File: config.mk
export PLATFORM = sky130hd
export DESIGN_NAME = spi_frame_ctrl
export DESIGN_NICKNAME = d
export VERILOG_FILES = /design/src/rtl/spi_frame_ctrl.sv
export SDC_FILE = /design/constraint.sdc
export NUM_CORES = 1
export LEC_CHECK = 0
export ABC_AREA = 0
export BUFFER_PORTS_ARGS = -buffer_cell sky130_fd_sc_hd__buf_2
export CORE_MARGIN = 2
export CORE_UTILIZATION = 40
export DETAILED_ROUTE_END_ITERATION = 12
export PLACE_DENSITY = 0.76
export SLEW_MARGIN = 20
export SYNTH_ARGS = -nofsm -noshare
export SYNTH_HDL_FRONTEND = slang
export SYNTH_SLANG_ARGS = --single-unit
File: constraint.sdc
create_clock -name clk -period 1.8 [get_ports clk]
set_input_delay 0.18 -clock clk [delete_from_list [all_inputs] [get_ports clk]]
set_output_delay 0.18 -clock clk [all_outputs]
set_load 0.05 [all_outputs]
File: src/rtl/spi_frame_ctrl.sv
// Frame controller behind the SPI slave byte shifter: CMD[,DATA][,CRC] -> register bus.
// Optional feature macro: SPI_FRAME_CRC_EN (CRC byte check before committing writes).
module spi_frame_ctrl #(
    parameter int          ERR_W     = 8,
    parameter logic [7:0]  FILL_BYTE = 8'hFF
) (
    input  logic             clk,
    input  logic             rst,
    input  logic             spi_ss,
    input  logic [7:0]       rx_byte,
    input  logic             rx_strobe,
    input  logic [7:0]       crc_in,
    input  logic             tx_strobe,
    output logic [7:0]       tx_byte,
    output logic [6:0]       reg_addr,
    output logic [7:0]       reg_wdata,
    output logic             reg_we,
    output logic             reg_re,
    input  logic [7:0]       reg_rdata,
    output logic             frame_err,
    output logic [ERR_W-1:0] err_cnt
);

    typedef enum logic [2:0] {
        S_IDLE, S_CMD, S_WDATA, S_RRESP, S_CRC, S_DONE
    } state_t;

    state_t     state, state_n;
    logic       we_n, re_n, err_n;
    logic       is_wr, sticky_err;
    logic       cap_pend, crc_pend, ovr;
    logic       rd_valid, rd_loaded;
    logic [7:0] rd_data;
    logic       cmd_hit, data_hit, crc_hit;

    // spi_ss high always beats a same-cycle rx_strobe
    assign cmd_hit  = (state == S_CMD)   && !spi_ss && rx_strobe;
    assign data_hit = (state == S_WDATA) && !spi_ss && rx_strobe;
    assign crc_hit  = (state == S_CRC)   && !spi_ss && rx_strobe && !crc_pend;

    always_comb begin
        state_n = state;
        we_n    = 1'b0;
        re_n    = 1'b0;
        err_n   = 1'b0;
        unique case (state)
            S_IDLE: begin
                if (!spi_ss) state_n = S_CMD;
            end
            S_CMD: begin
                if (spi_ss) begin
                    state_n = S_IDLE;
                end else if (rx_strobe) begin
                    state_n = rx_byte[7] ? S_WDATA : S_RRESP;
                    re_n    = !rx_byte[7];
                end
            end
            S_WDATA: begin
                if (spi_ss) begin
                    state_n = S_IDLE;
                    err_n   = 1'b1;
                end else if (rx_strobe) begin
`ifdef SPI_FRAME_CRC_EN
                    state_n = S_CRC;
`else
                    state_n = S_DONE;
                    we_n    = 1'b1;
`endif
                end
            end
            S_RRESP: begin
                if (spi_ss) begin
                    state_n = S_IDLE;
                    err_n   = 1'b1;
`ifdef SPI_FRAME_CRC_EN
                end else if (cap_pend) begin
                    state_n = S_CRC;
`else
                end else if (rx_strobe && rd_loaded) begin
                    state_n = S_DONE;
`endif
                end
            end
            S_CRC: begin
                if (spi_ss) begin
                    state_n = S_IDLE;
                    err_n   = 1'b1;
                end else if (crc_pend) begin
                    state_n = S_DONE;
                    if (crc_in == 8'h00) we_n  = is_wr;
                    else                 err_n = 1'b1;
                end
            end
            S_DONE: begin
                if (spi_ss)                 state_n = S_IDLE;
                else if (rx_strobe && !ovr) err_n   = 1'b1;
            end
            default: state_n = S_IDLE;
        endcase
    end

    always_ff @(posedge clk or posedge rst) begin
        if (rst) begin
            state      <= S_IDLE;
            reg_we     <= 1'b0;
            reg_re     <= 1'b0;
            frame_err  <= 1'b0;
            err_cnt    <= '0;
            sticky_err <= 1'b0;
            reg_addr   <= '0;
            reg_wdata  <= '0;
            is_wr      <= 1'b0;
            cap_pend   <= 1'b0;
            crc_pend   <= 1'b0;
            rd_data    <= '0;
            rd_valid   <= 1'b0;
            rd_loaded  <= 1'b0;
            ovr        <= 1'b0;
        end else begin
            state     <= state_n;
            reg_we    <= we_n;
            reg_re    <= re_n;
            frame_err <= err_n;
            if (err_n) begin
                sticky_err <= 1'b1;
                if (err_cnt != '1) err_cnt <= err_cnt + ERR_W'(1);
            end else if (tx_strobe && state == S_CMD) begin
                sticky_err <= 1'b0;
            end
            if (cmd_hit) begin
                reg_addr <= rx_byte[6:0];
                is_wr    <= rx_byte[7];
            end
            if (data_hit) reg_wdata <= rx_byte;
            cap_pend <= reg_re && (state_n == S_RRESP);
            crc_pend <= crc_hit;
            // read data lands one clk after reg_re, held until the shifter loads it
            if (cap_pend && state == S_RRESP && !spi_ss) begin
                rd_data  <= reg_rdata;
                rd_valid <= 1'b1;
            end else if (tx_strobe && rd_valid) begin
                rd_valid  <= 1'b0;
                rd_loaded <= 1'b1;
            end
            if (err_n && state == S_DONE) ovr <= 1'b1;
            if (state_n == S_IDLE) begin
                rd_valid  <= 1'b0;
                rd_loaded <= 1'b0;
                ovr       <= 1'b0;
            end
        end
    end

    always_comb begin
        if (state == S_IDLE || state == S_CMD) tx_byte = {sticky_err, 7'b0};
        else if (rd_valid)                     tx_byte = rd_data;
        else                                   tx_byte = FILL_BYTE;
    end

endmodule

* Word level (Yosys, flattened, before mapping)
Index checks and enable logic that the tools add are counted. W data, S select, Z words.
Word-level totals: bits of input ports 29, logic and storage cells 94, output and inout bits 34, bits in registers 44
Cells by class: add/sub/neg operators 1, mux-type cells 40, eq/ne operators 8, reductions and logical operators 30
Operators by type and width (count):
- $mux W3 | 10
- $mux W1 | 25
- $pmux W3 S6 | 1
- $mux W8 | 2
- $logic_and A1 B1 Y1 | 15
- $eq A3 B2 Y1 const B | 3
- $add A8 B1 Y8 const B | 1
- $logic_not A8 Y1 | 1
- $ne A8 B8 Y1 const B | 1
- $eq A3 B3 Y1 const B | 2
- $logic_not A3 Y1 | 2
- $reduce_bool A2 Y1 | 3
- $logic_not A1 Y1 | 4
- $reduce_and A2 Y1 | 2
- $eq A3 B1 Y1 const B | 1
- $pmux W1 S3 | 1
- $reduce_bool A3 Y1 | 1
- $ne A2 B1 Y1 const B | 1
- $pmux W1 S2 | 1
- $reduce_or A2 Y1 | 1
- $logic_or A1 B1 Y1 | 1

* Logic depth before layout (Yosys ltp)
depth after elaboration 8, depth in mapped cells 7, mapped depth without buffers 5

* Worst setup path after synthesis
Ideal clock, no wire load.
kind register to register, from reg state[2], to reg err_cnt[6], required time 1675 ps, path slack 13 ps, cell stages (with the launch flop) 8, clock period less this slack 1787 ps, library setup time 125 ps, arrival 1662 ps, path buffers 2, cell sequence dfrtp_1 -> buf_6 -> nor3b_1 -> o21a_1 -> or3_1 -> buf_6 -> nand4_4 -> mux2_4
On the way: cells in the longest elaborated chain, start to end 4, elaborated cells on any way between the ends 7, classes of those cells 4 x eq/ne; 1 x mux; 2 x reduce/logical
Ends and longest elaborated chain:
- start: declaration | RTL line 28 | state_t state, state_n;
- start signal: assignment | RTL line 120 | state <= state_n;
- $eq A3 B2 Y1 | RTL line 46 | unique case (state)
- $reduce_or A2 Y1 (no line)
- $pmux W1 S3 (*) | RTL line 46
- named net err_n | RTL line 29 | logic we_n, re_n, err_n;
- $reduce_and A2 Y1 (no line) (*)
- end signal: assignment | RTL line 126 | if (err_cnt != '1) err_cnt <= err_cnt + ERR_W'(1);
- end: declaration | RTL line 21 | output logic [ERR_W-1:0] err_cnt
Mark *: on every way through the listed nets, which the timed path passes. The rest lies on a longest branch. A chain may end at the register's enable or synchronous reset.

* Worst setup path in the final report
from reg state[2], to reg err_cnt[6]
On the way: cells in the longest elaborated chain, start to end 4, elaborated cells on any way between the ends 7, classes of those cells 4 x eq/ne; 1 x mux; 2 x reduce/logical
Ends and longest elaborated chain (RTL line):
- $eq A3 B2 Y1 | 46
- $reduce_or A2 Y1 (no line)
- $pmux W1 S3 (*) | 46
- $reduce_and A2 Y1 (no line) (*)
Mark *: on every way between the ends. The rest lies on a longest branch, timed or not.

==> run_results.csv <==
group,metric,value,unit
layout,area_delta_synth_final,28.8,%
floorplanning,coreArea,0.00475,mm²
sta,skew,0.00634,ns
sta,tightestPinTransition,0.481,ns
synth,syn_area,0.00198,mm²
run,maxCapViolCount,0,
sta,drv_slew,0,
clock_tree,cts_made_buffers,5,
routing,wl,3.90,mm
power,p_leak,1.27,nW
placement,portBuffers,62,
routing,antenna_left,0,
floorplanning,dieArea,0.00552,mm²
routing,drc,0,
sta,fin_crit_sh,94.7,%
power,sequentialPowerShare,41.6,%
sta,tns,0,ns
layout,fillCellCount,432,
layout,fin_cells,301,
synth,seq_area_frac_synth,55.7,%
floorplanning,std_cell_rows,25,
critical_path,cp-end-kind,"flip-flop",
floorplanning,start_util,41.6,%
critical_path,timing_worst_setup_path_type,"reg2reg",
routing,drtIter0Drc,57,
clock_tree,clkTransAtPathRegs,0.08,ns
power,power.internal,1.79,mW
synth,syn_nets,188,
clock_tree,clkLatencyLatePin,0.29,ns
synth,avgSynthCellArea,12.5,µm²
outcome,run_status,"completed",
global_route,grtUsageMet2,24.9,%
synth,synth.largest_area_cell,"dfrtp_1",
synth,synth_top_area_share,55.7,%
power,sw_frac_of_total,41.3,%
global_route,grt_pass1_vias,1470,
synth,ys_ff_latch,44,
global_route,met1_usage,18.7,%
sta,hold_viol,0,
global_route,antenna_found_initial,0,
floorplanning,die_w,74.3,µm
clock_tree,htreeDepth,2,
layout,multi_input_area,797,µm²
critical_path,crit_required,1.98,ns
power,switchingPower,1.26,mW
power,p_comb_share,38.0,%
critical_path,critPathMaxFanout,6,
global_route,grt_pass1_wl,6.33,mm
synth,synth_cells,158,
clock_tree,cts_buffer_depth,2,
placement,gp_congestion,0.824,
synth,ys_top_cells_by_area,"dfrtp_1, mux2_2, a21oi_1",
sta,relSlewSlack,67.9,%
sta,max_freq,587,MHz
routing,first_pass_iters,4,
layout,final_common_cell,"buf_2",
sta,rsz0062_at_grt,"false",
sta,min_period,1.70,ns
clock_tree,tritoncts,"yes",
layout,n_antenna_cell,0,
critical_path,startpoint_type,"flip-flop",
routing,via_per_inst,4.91,
layout,nets,263,
global_route,grt_overflow_total,0,
min_path,hp-class,"in2reg",
synth,synthDistinctLibCells,36,
routing,wl_per_cell,13.0,µm
power,ir_drop,735,µV
placement,dp.cells,289,
placement,place_hpwl,2.84,mm
floorplanning,die_height,74.3,µm
layout,seqCellArea,0.00110,mm²
global_route,grt.busiest_layer,"met2",
sta,setup_violations,0,
power,p_per_area,1200,mW/mm²
global_route,grt_use_total,15.1,%
floorplanning,pin_count,63,
critical_path,arrival,1.89,ns
clock_tree,clock-sinks,44,
clock_tree,cts_root_buf,"clkbuf_8",
layout,final_layout_size_suffix_gt1_share,50.9,%
global_route,grt_start_max_net_pins,24,
synth,ys_warn_count,0,
layout,final_cell_mix,"buf_2, dfrtp_1, mux2_2, buf_4, a21oi_1",
routing,vias,1478,
power,power_frac_clock,20.4,%
global_route,grt_use_met3,3.79,%
==> kinds of logic (layout without fill, tap and decap cells) <==
kind of cell / count (synthesis) / after routing / synth area share, %
adder cells (fa/ha/maj): 1 / 1 / 0.632
buffers and inverters: 16 / 92 / 4.43
AND/OR/NAND/NOR: 43 / 43 / 15.0
XOR/XNOR: 5 / 5 / 2.21
flip-flops: 44 / 44 / 55.7
AO/OA/AOI/OAI: 23 / 23 / 7.08
multiplexers: 26 / 26 / 15.0
==> registers in the layout, summed over array words and instances, names as in the netlist <==
| name | flops |
|---|---|
| cap_pend | 1 |
| crc_pend | 1 |
| err_cnt | 8 |
| frame_err | 1 |
| is_wr | 1 |
| ovr | 1 |
| rd_data | 8 |
| rd_loaded | 1 |
| rd_valid | 1 |
| reg_addr | 7 |
| reg_re | 1 |
| reg_wdata | 8 |
| reg_we | 1 |
| state | 3 |
| sticky_err | 1 |
==> Yosys cell counts, drive strengths merged <==
| library cell | n |
|---|---|
| a21o | 2 |
| a21oi | 11 |
| a31o | 1 |
| a31oi | 5 |
| and3 | 3 |
| buf | 6 |
| clkbuf | 2 |
| dfrtp | 44 |
| ha | 1 |
| inv | 8 |
| mux2 | 26 |
| nand2 | 4 |
| nand2b | 6 |
| nand3 | 3 |
| nand4 | 4 |
| nand4b | 3 |
| nand4bb | 1 |
| nor2 | 7 |
| nor2b | 2 |
| nor3 | 2 |
| nor3b | 3 |
| nor4 | 4 |
| o21a | 1 |
| o21ai | 1 |
| o21bai | 1 |
| o32a | 1 |
| or3 | 1 |
| xnor2 | 4 |
| xor2 | 1 |
==> per-layer routing <==
| layer | wire, µm | vias to the layer above |
|---|---|---|
| met3 | 239 | 5 |
| met1 | 1630 | 721 |
| met2 | 1970 | 36 |
| met4 | 61 | 0 |
| met5 | 0 | - |
| li1 | - | 716 |
==> through the flow <==
stage / utilization [%] / setup WS (ns) / area, µm² / hold WS, ns / power [mW]
2_1_floorplan: - / 0.0128 / 1980 / 0.257 / 2.14
3_3_place_gp: 50.5 / 0.0671 / 2400 / 0.232 / 2.41
3_5_place_dp: 50.5 / 0.0379 / 2400 / 0.231 / 2.43
4_1_cts: 53.4 / 0.00345 / 2540 / 0.0979 / 3.08
5_1_grt: 53.6 / 0.00617 / 2550 / 0.114 / 3.20
6_report: 53.6 / 0.0957 / 2550 / 0.100 / 3.05
==> worst max-delay path, cell delays in order (launching register included) <==
cell and delay (ns):
dfrtp_2 0.44, nor3b_1 0.15, o21a_1 0.19, or3_1 0.41, nand4_4 0.12, mux2_4 0.29
==> layout make-up <==
class	instances	area share [%]
clock buffers	6	3.24
clock inverters	2	0.393
inverters	8	1.18
multi-input cells	98	31.3
flip-flops and latches	44	43.3
well taps	67	3.29
repair buffers	76	17.3
==> final timing paths <==
path / startpoint / end / slack (ns) / cells past startpoint
worst min-delay path: rx_byte[7] / reg_re / 0.10 / 2
worst min register to register: err_cnt[5] / err_cnt[5] / 0.49 / 1
worst max-delay path: state[2] / err_cnt[6] / 0.1 / 5
worst max register to register: state[2] / err_cnt[6] / 0.1 / 5
max in group asynchronous: rst / state[2] / 0.87 / 4
min in group asynchronous: rst / reg_addr[1] / 0.45 / 3
==> what timing repair did <==
item | 4_1_cts | 5_1_grt
hold endpoints to repair | 21 | 0
hold buffers | 1 | 0
cloned | 1 | 0
endpoints found under the setup margin | 1 | 7
resized for setup | 6 | 3
setup buffers | 1 | 1
==> power groups by stage <==
stage                     Sequential (mW)  Clock, mW  Combinational [mW]
final                                1.27      0.622                1.16
after global routing                 1.29      0.678                1.23
after CTS                            1.27      0.645                1.17
after detailed placement             1.29          0                1.14
after global placement               1.28          0                1.13
after floorplan                      1.79          0               0.349
(Power assumes the default switching activity.)
